[config.mk]
export PLATFORM = sky130hd
export DESIGN_NAME = tachyon_schematic_compactor
export DESIGN_NICKNAME = d
export VERILOG_FILES = /design/src/rtl/tachyon_schematic_compactor.sv
export SDC_FILE = /design/constraint.sdc
export NUM_CORES = 1
export LEC_CHECK = 0
export CELL_PAD_IN_SITES_DETAIL_PLACEMENT = 0
export CELL_PAD_IN_SITES_GLOBAL_PLACEMENT = 2
export CORE_MARGIN = 2
export CORE_UTILIZATION = 38
export CTS_CLUSTER_DIAMETER = 80
export DETAILED_ROUTE_END_ITERATION = 10
export PLACE_DENSITY = 0.89
export SLEW_MARGIN = 20
export SYNTH_ARGS = -nofsm -noshare
export SYNTH_HDL_FRONTEND = slang
export SYNTH_SLANG_ARGS = --single-unit
[constraint.sdc]
create_clock -name clk -period 3.1 [get_ports clk]
set_input_delay 0.62 -clock clk [delete_from_list [all_inputs] [get_ports clk]]
set_output_delay 0.62 -clock clk [all_outputs]
set_load 0.005 [all_outputs]
[src/rtl/tachyon_schematic_compactor.sv]
// Schematic compactor: buffers one ASCII schematic line, drops redundant empty lines,
// and replays each kept line as one-hot beam strobes for the manifold simulator.
module tachyon_schematic_compactor #(
  parameter int TACHYON_MANIFOLD_WIDTH = 3
) (
  input  logic       clk,
  input  logic       reset,
  input  logic [7:0] char_in,
  input  logic       char_in_valid,
  output logic       char_in_ready,
  output logic       beam_empty,
  output logic       beam_enter,
  output logic       beam_splitter,
  output logic       beam_line_feed,
  output logic       beam_in_valid,
  output logic       compact_done,
  output logic       compact_error
);

  localparam int W     = TACHYON_MANIFOLD_WIDTH;
  localparam int COL_W = $clog2(W + 1);
  localparam int MAX_Y = (W - 1) / 2;
  localparam int LINES = 2 * MAX_Y + 1;

  localparam logic [COL_W-1:0] COL_FULL  = COL_W'(W);
  localparam logic [COL_W-1:0] LAST_LINE = COL_W'(LINES - 1);

  localparam logic [7:0] CH_DOT   = 8'h2E;
  localparam logic [7:0] CH_S     = 8'h53;
  localparam logic [7:0] CH_CARET = 8'h5E;
  localparam logic [7:0] CH_LF    = 8'h0A;
  localparam logic [7:0] CH_CR    = 8'h0D;

  typedef enum logic [1:0] {
    CELL_EMPTY = 2'd0,
    CELL_ENTER = 2'd1,
    CELL_SPLIT = 2'd2
  } cell_t;

  typedef enum logic [1:0] {
    ST_FILL,
    ST_REPLAY,
    ST_DONE,
    ST_ERROR
  } state_t;

  function automatic logic is_cell_char(input logic [7:0] ch);
    return (ch == CH_DOT) || (ch == CH_S) || (ch == CH_CARET);
  endfunction

  function automatic cell_t cell_of(input logic [7:0] ch);
    cell_t c;
    case (ch)
      CH_S:     c = CELL_ENTER;
      CH_CARET: c = CELL_SPLIT;
      default:  c = CELL_EMPTY;
    endcase
    return c;
  endfunction

  // Strobe vector layout: {line_feed, splitter, enter, empty}.
  function automatic logic [3:0] strobe_of(input cell_t c);
    logic [3:0] s;
    case (c)
      CELL_ENTER: s = 4'b0010;
      CELL_SPLIT: s = 4'b0100;
      default:    s = 4'b0001;
    endcase
    return s;
  endfunction

  state_t           state;
  cell_t            line_buf [W];
  logic [COL_W-1:0] col;
  logic [COL_W-1:0] emitted_lines;
  logic             last_kept_empty;
  logic [1:0]       s_cnt;
  logic             has_split;
  logic             lf_sent;
  logic [3:0]       beam_q;
  logic             beam_vld;

  logic first_line;
  logic line_is_mark;
  logic lf_keep;
  logic lf_err;

  assign first_line   = (emitted_lines == '0);
  assign line_is_mark = (s_cnt != 2'd0) || has_split;

  // Keep/drop/error decision for the line being terminated by an LF.
  always_comb begin
    lf_keep = 1'b0;
    lf_err  = 1'b0;
    if (col != COL_FULL) begin
      lf_err = 1'b1;
    end else if (first_line) begin
      if (s_cnt == 2'd1) lf_keep = 1'b1;
      else               lf_err  = 1'b1;
    end else if (s_cnt != 2'd0) begin
      lf_err = 1'b1;
    end else if (has_split) begin
      if (last_kept_empty) lf_keep = 1'b1;
      else                 lf_err  = 1'b1;
    end else if (!last_kept_empty) begin
      lf_keep = 1'b1;
    end
  end

  always_ff @(posedge clk or posedge reset) begin
    if (reset) begin
      state           <= ST_FILL;
      col             <= '0;
      emitted_lines   <= '0;
      last_kept_empty <= 1'b0;
      s_cnt           <= 2'd0;
      has_split       <= 1'b0;
      lf_sent         <= 1'b0;
      for (int i = 0; i < W; i++) line_buf[i] <= CELL_EMPTY;
      char_in_ready   <= 1'b1;
      beam_q          <= 4'b0000;
      beam_vld        <= 1'b0;
      compact_done    <= 1'b0;
      compact_error   <= 1'b0;
    end else begin
      beam_q   <= 4'b0000;
      beam_vld <= 1'b0;
      case (state)
        ST_FILL: begin
          if (char_in_valid) begin
            if (char_in == CH_LF) begin
              s_cnt     <= 2'd0;
              has_split <= 1'b0;
              if (lf_err) begin
                col           <= '0;
                state         <= ST_ERROR;
                compact_error <= 1'b1;
              end else if (lf_keep) begin
                // Entry 0 goes out on the edge that accepts the LF.
                state           <= ST_REPLAY;
                char_in_ready   <= 1'b0;
                last_kept_empty <= !line_is_mark;
                beam_q          <= strobe_of(line_buf[0]);
                beam_vld        <= 1'b1;
                col             <= COL_W'(1);
              end else begin
                col <= '0;
              end
            end else if (char_in == CH_CR) begin
              col <= col;
            end else if (!is_cell_char(char_in) || (col == COL_FULL)) begin
              state         <= ST_ERROR;
              compact_error <= 1'b1;
            end else begin
              line_buf[col] <= cell_of(char_in);
              col           <= col + COL_W'(1);
              if (cell_of(char_in) == CELL_ENTER && s_cnt != 2'd2) s_cnt <= s_cnt + 2'd1;
              if (cell_of(char_in) == CELL_SPLIT) has_split <= 1'b1;
            end
          end
        end

        ST_REPLAY: begin
          if (!lf_sent) begin
            beam_vld <= 1'b1;
            if (col == COL_FULL) begin
              beam_q  <= 4'b1000;
              lf_sent <= 1'b1;
            end else begin
              beam_q <= strobe_of(line_buf[col]);
              col    <= col + COL_W'(1);
            end
          end else begin
            // Cycle after the LF strobe: reopen the input.
            lf_sent       <= 1'b0;
            col           <= '0;
            emitted_lines <= emitted_lines + COL_W'(1);
            char_in_ready <= 1'b1;
            if (emitted_lines == LAST_LINE) begin
              state        <= ST_DONE;
              compact_done <= 1'b1;
            end else begin
              state <= ST_FILL;
            end
          end
        end

        default: begin
          state <= state;
        end
      endcase
    end
  end

  assign beam_empty     = beam_q[0];
  assign beam_enter     = beam_q[1];
  assign beam_splitter  = beam_q[2];
  assign beam_line_feed = beam_q[3];
  assign beam_in_valid  = beam_vld;

endmodule

### After elaboration in Yosys (flattened, before gate mapping)

Cells that the tools add are included.

* flip-flop bits (word level): 25
* bits of input ports: 11
* output and inout bits: 8

* add/sub/neg operators: 3
* order comparisons: 2
* equal/unequal tests: 30
* muxes and demuxes: 77
* bitwise logic cells: 5
* reductions and logical operators: 25

Operators with widths (number)
* 2-to-1 mux 2 bit: 26
* 2-to-1 mux 1 bit: 34
* AND reduction 5 bit: 6
* != test 2 bit (second input constant): 10
* == test 8 x 4 -> 1 bit (second input constant): 2
* == test 8 x 7 -> 1 bit (second input constant): 2
* 2-to-1 mux 3 bit: 4
* != test 3 bit (second input constant): 4
* case mux 2 bit (2 select lines): 3
* case mux 3 bit (2 select lines): 2
* AND reduction 6 bit: 2
* == test 2 x 1 -> 1 bit (second input constant): 5
* == test 2 bit (second input constant): 5
* nonzero test 2 bit: 5
* == test 8 x 6 -> 1 bit (second input constant): 1
* 2-to-1 mux 4 bit: 2
* case mux 4 bit (2 select lines): 1
* adder 2 x 1 -> 2 bit (second input constant): 3
* bitwise mux 6 bit: 1
* binary-select mux 2 bit (select 2 bit): 1
* demux 2 bit (select 2 bit): 1
* zero test 2 bit: 2
* logical OR 1 bit: 4
* != test 4 bit (second input constant): 1
* other kinds (9): 15

### Longest topological paths before layout

Gate-level depths: netlist (run 1).

* depth after elaboration: 16
* depth in mapped cells: 7

### Least setup slack after synthesis (run 1)

Ideal clock, no wire load.

* kind: input port to flip-flop
* from: in char_in[7]
* to: reg line_buf[0] in the netlist's numbering
* data arrival time: 2041 ps
* setup slack: 934 ps
* stages on the path: 5
* buffers on the path: 0
* cell sequence: or4b_4 -> or2_4 -> a21oi_4 -> and3_4 -> mux2_4

* cells in the longest elaborated chain, start to end: 8

Ends and longest elaborated chain
* start, declared: RTL line 8 `input logic [7:0] char_in,`
* == test 8 x 7 -> 1 bit: RTL line 48, 53
* case mux 2 bit (2 select lines): RTL line 53 `case (ch)`
* 2-to-1 mux 2 bit: RTL line 151 `end else if (!is_cell_char(char_in) || (col == COL_FULL)) begin`
* 2-to-1 mux 2 bit: RTL line 149 `end else if (char_in == CH_CR) begin`
* 2-to-1 mux 2 bit: RTL line 131 `if (char_in == CH_LF) begin`
* 2-to-1 mux 2 bit: RTL line 130 `if (char_in_valid) begin`
* 2-to-1 mux 2 bit: RTL line 128 `case (state)`
* bitwise mux 6 bit: RTL line 155 `line_buf[col] <= cell_of(char_in);`
* end signal, assigned by index: RTL line 155
* end, declared: RTL line 73 `cell_t line_buf [W];`

Parallel ways exist; a longest one is shown, timed or not. The select of a mux whose other input is x is not followed.
A chain may end at the register's enable or synchronous reset.

### Worst setup path in the final report (run 1)

* from: in char_in[1]
* to: reg last_kept_empty

* cells in the longest elaborated chain, start to end: 2

Ends and longest elaborated chain
* == test 8 x 4 -> 1 bit: RTL line 131
* AND reduction 5 bit (no line)
* end signal, assigned: RTL line 142 `last_kept_empty <= !line_is_mark;`
* end, declared: RTL line 76 `logic last_kept_empty;`

Every way passes these cells.

==> results, run 1 <==
- The flow ran to the end, and the final reports show no timing, DRC or antenna violations.
- Counting flops with an async set or reset pin after synthesis yields a share of 1.00.
- The highest net fanout along the worst path is 5.
- The count of pins on the block boundary is 19.
- The total die area is roughly 4700 um2.
- Row generation in the floorplan step produced 23 rows.
- The number of antenna violations at the first check in global routing is 0.
- TritonCTS built the clock tree.
- The register bit count reported by yosys is 25.
- In this run the standard cell core region covers 4030 um2.
- Port buffering added 18 buffers.
- Dividing the synthesized area by the synthesized cell count gives roughly 11 um2.
- The chip height is 68.8 um.
- The final-stage net count is roughly 200.
- Of the total power, the clock network draws 0.355.
- In this run the remaining antenna-violating nets after routing total 0.
- The share of total power dissipated in combinational logic is 0.057.
- The clock-pin transition on the worst setup and hold timing paths is 0.09 ns.
- The worst slack at placement is 0.340 ns.
- The share of Yosys cell area claimed by the top area cell type is 0.376.
- After synthesis, the cell types taking the most area are sky130_fd_sc_hd__dfrtp_1, sky130_fd_sc_hd__ha_1, sky130_fd_sc_hd__mux2_4.
- The first detailed-routing pass ran for 4 iterations.
- The clock tree skew after final layout is between 0.006 and 0.007 ns.
- For the pin with the worst max-slew slack, the measured transition is approximately 0.95 ns.
- Cell internal power was estimated by the tool at 434 uW.
- The mapped cell area is 1600 um2.
- The smallest clock period supported by the final layout is computed as 2.49 ns.
- The number of endpoints failing setup at the final stage is 0.
- After detailed routing, the number of vias per cell comes to 5.36.
- The switching power is 120 uW.
- The type of the tightest min-delay check is register to register.
- The Yosys step of the flow raised 0 warnings.
- Overall power consumption after layout is estimated at 554 uW.
- The starting DRC count in detailed routing is 45.
- The setup TNS after final layout is 0 ns.
- The total global routing overflow is 0.
- In this run the cell area measured after placement is 1820 um2.
- The post-CTS setup buffer count is 0.
- The sort of element at the end of the critical path is a register.
- STA classifies the critical path startpoint as a primary input.
- The maximum number of pins on one net before global-route repair is 26.
- The total clock buffers created by CTS is 3.
- Counting flops with a built-in enable in the synthesized netlist gives 0.
- The highest cell delay on the worst timing path is ~0.55 ns.
- Fill cells in the final layout number 399.
- The HPWL reported at the end of detailed placement is between 2000 and 3000 um.
- For this run, the leading register cell type out of synthesis is sky130_fd_sc_hd__dfrtp_1.
- The cell sitting at the root of the clock tree is a sky130_fd_sc_hd__clkbuf_8.
- The longest clock path from root to sink contains 2 buffers.
- The via count of the first global-routing pass came to 1216.
- The portion of the post-synthesis area used by sequential elements is 0.393.
- The first global-routing pass estimated 5490 um of wire.
- The minimum setup slack in the final design is approximately 0.61 ns.
- Across every metal layer, demand over resource in global routing totals 0.158.
- Counting every instance in the synthesized netlist gives 152.
- For this design, the CTS-stage hold fixing added 0 buffers.
- The core occupancy in the finished layout is 0.464.
- CTS saw 25 sinks.
- The finished layout cell area is 1870 um2.
- Of the total power, registers draw 0.588.
- sky130_fd_sc_hd__dfrtp_1 takes more of the synthesized area than any other cell.
- The class of the most critical setup path is primary input to register.
- For the worst setup path, the data arrival time is 2.68 ns.
- Setup repair after global routing left no endpoint under its margin.
- In the layout the commonest cells are sky130_fd_sc_hd__dfrtp_1, sky130_fd_sc_hd__inv_1, sky130_fd_sc_hd__clkdlybuf4s50_1.
- After detailed routing, the total wire length is 3190 um.
- The number of gates resized after CTS was 0.
- Measured against its own limit, the worst slew margin works out to 0.363.
- Across the run, the number of max-cap violations was 0.
- For this design the ratio of total power to cell area is 296 nW/um2.
- The synthesized net count is 177.
- The leading cell type in the layout, fill and taps excluded is sky130_fd_sc_hd__dfrtp_1.
- For this configuration, the core starts out at a cell density of 0.396.
- At the worst endpoint, the required time is 3.30 ns.
- The final worst-path cycle share is 0.802.
- The timing-limited maximum frequency is between 400 and 500 MHz.
- Of the total power, the share spent switching nets is 0.216.
- The critical path goes through clkdlybuf4s50_1, or4bb_1, nor2_1, nand3_1, nor2_2, mux2i_1.
- The congestion estimate from routability-driven global placement came to 0.774.
- After detailed routing, the average wire length per cell comes to 14.4 um.
- Synthesis instantiated 46 different standard cells from the library.
- Compared with the post-synthesis result, the final layout area differs by 17.1%.
- The routed layout has roughly 1200 vias.
- CTS built an H-tree with a depth of 1.
- For this run, design rule violations remaining after detail routing come to 0.
- The number of pins exceeding their max-slew limit in the final report is 0.
- 0 antenna diodes ended up in the layout.
- The proportion of layout cells with a drive suffix above 1 is 0.158.
- The floorplan step set the die width to 68.8 um.
- The leakage power is around 0.85 nW.
- The later-pin clock latency in the skew report is 0.27 ns.
- IR analysis of the VDD net gives a maximum drop of 0.152 mV.
- The final number of hold-violating endpoints is 0.
- The largest individual stage delay along the critical path comes from the cell sky130_fd_sc_hd__or4bb_1.
[metal layers]
metal,up-vias,track usage,wire length [um]
met4,0,0.0882,85
met1,572,0.194,1410
met2,29,0.270,1590
met3,6,0.0179,107
li1,578,-,-
met5,-,0,0
[registers in the layout (all words and copies together), names as in the netlist]
signal and cells:
line_buf 6, beam_q 4, col 2, emitted_lines 2, s_cnt 2, state 2, beam_in_valid 1, char_in_ready 1
compact_done 1, compact_error 1, has_split 1, last_kept_empty 1, lf_sent 1
[synthesized netlist by cell type, drive strengths merged, types with 2 or more instances]
| master | n |
|---|---|
| ha | 14 |
| and2 | 3 |
| a21oi | 6 |
| and3 | 3 |
| or4 | 2 |
| clkbuf | 3 |
| a22o | 3 |
| o21ai | 4 |
| dfrtp | 24 |
| nor3 | 2 |
| nand2b | 2 |
| a21o | 2 |
| nand4b | 2 |
| mux2i | 4 |
| nand3 | 4 |
| xnor2 | 2 |
| o22ai | 4 |
| nand2 | 7 |
| a32o | 2 |
| and4bb | 2 |
| mux2 | 7 |
| or2 | 3 |
| nor2 | 16 |
| or4bb | 2 |
| inv | 18 |
[path summary, 6_finish.rpt]
| check | from | to | slack [ns] | depth (start not counted) |
|---|---|---|---|---|
| worst max register to register | col[0]$_DFFE_PP0P_ | col[0]$_DFFE_PP0P_ | 0.97 | 5 |
| worst min register to register | char_in_ready$_DFFE_PP1P_ | char_in_ready$_DFFE_PP1P_ | 0.47 | 2 |
| worst min-delay path | char_in_ready$_DFFE_PP1P_ | char_in_ready$_DFFE_PP1P_ | 0.47 | 2 |
| min in group asynchronous | reset | last_kept_empty$_DFFE_PP0P_ | 0.85 | 2 |
| max in group asynchronous | reset | line_buf[5]$_DFFE_PP0P_ | 1.66 | 2 |
| worst max-delay path | char_in[1] | last_kept_empty$_DFFE_PP0P_ | 0.61 | 6 |
[critical path, delay by kind of cell]
family | cells | cell delay, ns
AND/OR/NAND/NOR | 4 | 1.31
buffers and inverters | 1 | 0.52
multiplexers | 1 | 0.23
[kinds of logic after synthesis]
logic type      Yosys count  synth area share
simple gates             50             0.199
compound gates           29             0.145
fa+ha+maj                14             0.110
xor+xnor                  2            0.0110
flops                    25             0.393
mux                      11            0.0909
buf+inv                  21            0.0517
[cell type report]
cell class	instances	area (um2)	area share
Tap cell	50	62.6	0.0335
Clock buffer	4	45.0	0.0241
Timing Repair Buffer	18	180	0.0964
Multi-Input combinational cell	106	887	0.475
Inverter	18	67.6	0.0361
Sequential cell	25	627	0.335
[power by group through the flow]
| stage | registers [mW] | logic [mW] | clock network, mW |
|---|---|---|---|
| floorplan | 0.332 | 0.0123 | 0 |
| global placement | 0.332 | 0.0308 | 0 |
| detailed placement | 0.332 | 0.0319 | 0 |
| CTS | 0.326 | 0.0320 | 0.197 |
| global route | 0.326 | 0.0342 | 0.213 |
| finish | 0.326 | 0.0315 | 0.197 |
[stage by stage]
stage,std cells,hold slack (ns)
final,221,0.475
after global routing,221,0.485
after CTS,221,0.476
after detailed placement,217,0.456
after global placement,217,0.444
after floorplan,152,0.451
No activity file was read; power rests on OpenSTA's default activity.
==> run 2, diff against run 1 <==
--- a/config.mk
+++ b/config.mk
@@ -8,10 +8,10 @@
 export CELL_PAD_IN_SITES_DETAIL_PLACEMENT = 0
 export CELL_PAD_IN_SITES_GLOBAL_PLACEMENT = 2
 export CORE_MARGIN = 2
-export CORE_UTILIZATION = 38
+export CORE_UTILIZATION = 36
 export CTS_CLUSTER_DIAMETER = 80
 export DETAILED_ROUTE_END_ITERATION = 10
-export PLACE_DENSITY = 0.89
+export PLACE_DENSITY = 0.85
 export SLEW_MARGIN = 20
 export SYNTH_ARGS = -nofsm -noshare
 export SYNTH_HDL_FRONTEND = slang
==> constraint.sdc (replaced) <==
create_clock -name clk -period 2.5 [get_ports clk]
set_input_delay 0.5 -clock clk [delete_from_list [all_inputs] [get_ports clk]]
set_output_delay 0.5 -clock clk [all_outputs]
set_load 0.005 [all_outputs]
==> results, run 2 (same netlist as run 1, synthesis figures left out) <==
- The flow ran to the end, and the final reports show no timing, DRC or antenna violations.
- The number of hold buffers added after CTS was 0.
- The via count of the first global-routing pass is 1252.
- For met3 alone, demand over resource in global routing was 0.0214.
- The switching power is 159 uW.
- STA classifies the critical path startpoint as a primary input.
- After the first detailed-routing iteration, the DRC count stood at 42.
- The final number of hold-violating endpoints is 0.
- The sink count of the clock tree is 25.
- The clock tree skew after final layout is between 0.004 and 0.005 ns.
- The total wire length is 3290 um.
- The die boundary width is about 71 um.
- Once detailed placement completed, the half-perimeter wirelength came to 2660 um.
- The timing-limited maximum frequency is 440 MHz.
- Of the total power, combinational logic draws 0.063.
- The clock root buffer is sky130_fd_sc_hd__clkbuf_8.
- The count of pins on the block boundary is 19.
- In the final layout, the share of cells above drive strength 1 is 0.206.
- Clock tree synthesis inserted a total of 3 buffers.
- The type of the tightest min-delay check is register to register.
- The last weighted congestion value of the routability-driven placer is 0.743.
- The first global-routing pass estimated 5800 um of wire.
- Of all nets on the critical path, the largest fanout is 4.
- Setup violations remaining at the end of the flow were counted as 0.
- The clock period could shrink to 2.27 ns.
- The filler cell count in the final layout is 429.
- The number of buffers on the longest clock path is 2.
- The share of total power dissipated in sequential elements is 0.577.
- The final-stage net count is 206.
- The total global routing overflow is 0.
- The worst setup path is captured at a register.
- The placed standard-cell area is 1890 um2.
- The die is 70.6 um tall.
- line_buf holds more flip-flops than any other register.
- The iteration count of the initial detailed-routing pass is 4.
- The fraction of power spent switching nets is 0.227.
- For this run, the number of standard cells in the final layout without fillers is 232.
- STA puts the critical path data required time at 2.67 ns.
- Summed over all cells, the static leakage comes to 0.892 nW.
- Setup repair after global routing left no endpoint under its margin.
- After detailed routing, the number of remaining DRC violations is 0.
- The later pin in the worst-skew pair is clocked with a latency of 0.28 ns.
- The effective utilization at floorplan is 0.369.
- In the global route stage, met1 resource usage came out at 0.191.
- The part of the total power dissipated in the clock network is 0.361.
- The count of standard-cell rows is 24.
- Once placement completed, the tool counted placed cells totaling 228.
- The total number of vias is 1204.
- The number of antenna violations at the first check in global routing is 0.
- The average routed wire per standard cell is 14.2 um.
- The number of setup buffers added after CTS is 0.
- Headroom to the max-slew limit came out at 0.631.
- The worst setup path is of the primary input to register kind.
- The register with the most flip-flops in the layout has 6 of them.
- The area inside the core boundary is 4320 um2.
- The worst ir drop on vdd is 0.203 mV.
- The clock-pin transition on the worst setup and hold timing paths is 0.09 ns.
- The number of pins exceeding their max-slew limit in the final report came to 0.
- The setup TNS after final layout is 0 ns.
- CTS built an H-tree with a depth of 1.
- Dividing the final minimum period by the clock period gives 0.908.
- Leaving out fill and tap cells, the most frequent cells in the layout are sky130_fd_sc_hd__dfrtp_1, sky130_fd_sc_hd__inv_1, sky130_fd_sc_hd__clkdlybuf4s50_1.
- The number of max-cap violations is 0.
- The internal portion of the total power is 542 uW.
- The total track usage is 0.147.
- The finished layout cell area is 1940 um2.
- The leading cell type in the layout, fill and taps excluded is sky130_fd_sc_hd__dfrtp_1.
- The TritonCTS clock tree is yes.
- During placement, the flow inserted port buffers numbering 18.
- The number of diodes added for antenna fixing is 0.
- The power density normalized to cell area is about 360 nW/um2.
- In this run the most used layer during global routing was met2.
- The worst endpoint data arrival time is 2.44 ns.
- The maximum number of pins on one net before global-route repair is 16.
- The largest registers in the layout are line_buf (6), beam_q (4).
- The number of gates resized after CTS was 0.
- The met2 track demand over resource is 0.244.
- The pin slew with the least headroom to its limit is 0.553 ns.
- The die covers 4980 um2.
- The count of antenna-violating nets left after detailed routing is 0.
- From synthesis to final layout, the design area changed by 21.7%.
- In the routed layout, each cell is associated on average with a via count of approximately 5.2.
- Summing internal, switching and leakage power gives 700 uW.
## run 2: cell count changes in the layout (fill, tap and decap cells not counted)
cell	before	now
sky130_fd_sc_hd__buf_4	0	9
sky130_fd_sc_hd__clkbuf_1	1	0
sky130_fd_sc_hd__clkinvlp_4	0	1
## run 2: routing by layer
layer,routed length (um),part of all wire
met4,66,0.020
met1,1530,0.47
met2,1590,0.48
met5,0,0
met3,99,0.030
## run 2: area by class of cell
cell class	count	area, um2	area share
Timing Repair Buffer	27	248	0.127
Inverter	18	67.6	0.0348
Clock inverter	1	7.51	0.00386
Multi-Input combinational cell	106	887	0.457
Sequential cell	25	627	0.323
Clock buffer	3	41.3	0.0212
Tap cell	52	65.1	0.0335
## run 2: metrics by stage
| step | util | hold WS (ns) | setup slack (ns) |
|---|---|---|---|
| after floorplan | - | 0.451 | 0.454 |
| after global placement | 0.438 | 0.440 | -0.0248 |
| after detailed placement | 0.438 | 0.447 | -0.0721 |
| after CTS | 0.449 | 0.466 | 0.228 |
| after global routing | 0.449 | 0.481 | 0.161 |
| final | 0.449 | 0.459 | 0.230 |
## run 2: power by group through the flow
| stage | sequential (mW) | clock [mW] | combinational, mW |
|---|---|---|---|
| after detailed placement | 0.412 | 0 | 0.0450 |
| final | 0.404 | 0.253 | 0.0438 |
| after global placement | 0.412 | 0 | 0.0431 |
| after floorplan | 0.412 | 0 | 0.0152 |
| after CTS | 0.404 | 0.259 | 0.0450 |
| after global routing | 0.404 | 0.271 | 0.0495 |
## run 2: critical path, stage by stage
cell and delay, ns:
sky130_fd_sc_hd__clkdlybuf4s50_1 0.45, sky130_fd_sc_hd__or4b_4 0.55, sky130_fd_sc_hd__or2_4 0.25, sky130_fd_sc_hd__a21oi_4 0.17, sky130_fd_sc_hd__and3_4 0.22, sky130_fd_sc_hd__mux2_4 0.30
## run 2: final timing paths
path	from	end	slack (ns)	cells past startpoint
max in group asynchronous	reset	has_split$_DFFE_PP0P_	1.38	3
min in group asynchronous	reset	beam_q[0]$_DFF_PP0_	0.56	2
max reg2reg	col[0]$_DFFE_PP0P_	col[0]$_DFFE_PP0P_	0.40	5
min	compact_done$_DFFE_PP0P_	compact_done$_DFFE_PP0P_	0.46	1
min reg2reg	compact_done$_DFFE_PP0P_	compact_done$_DFFE_PP0P_	0.46	1
max	char_in[7]	line_buf[2]$_DFFE_PP0P_	0.23	6
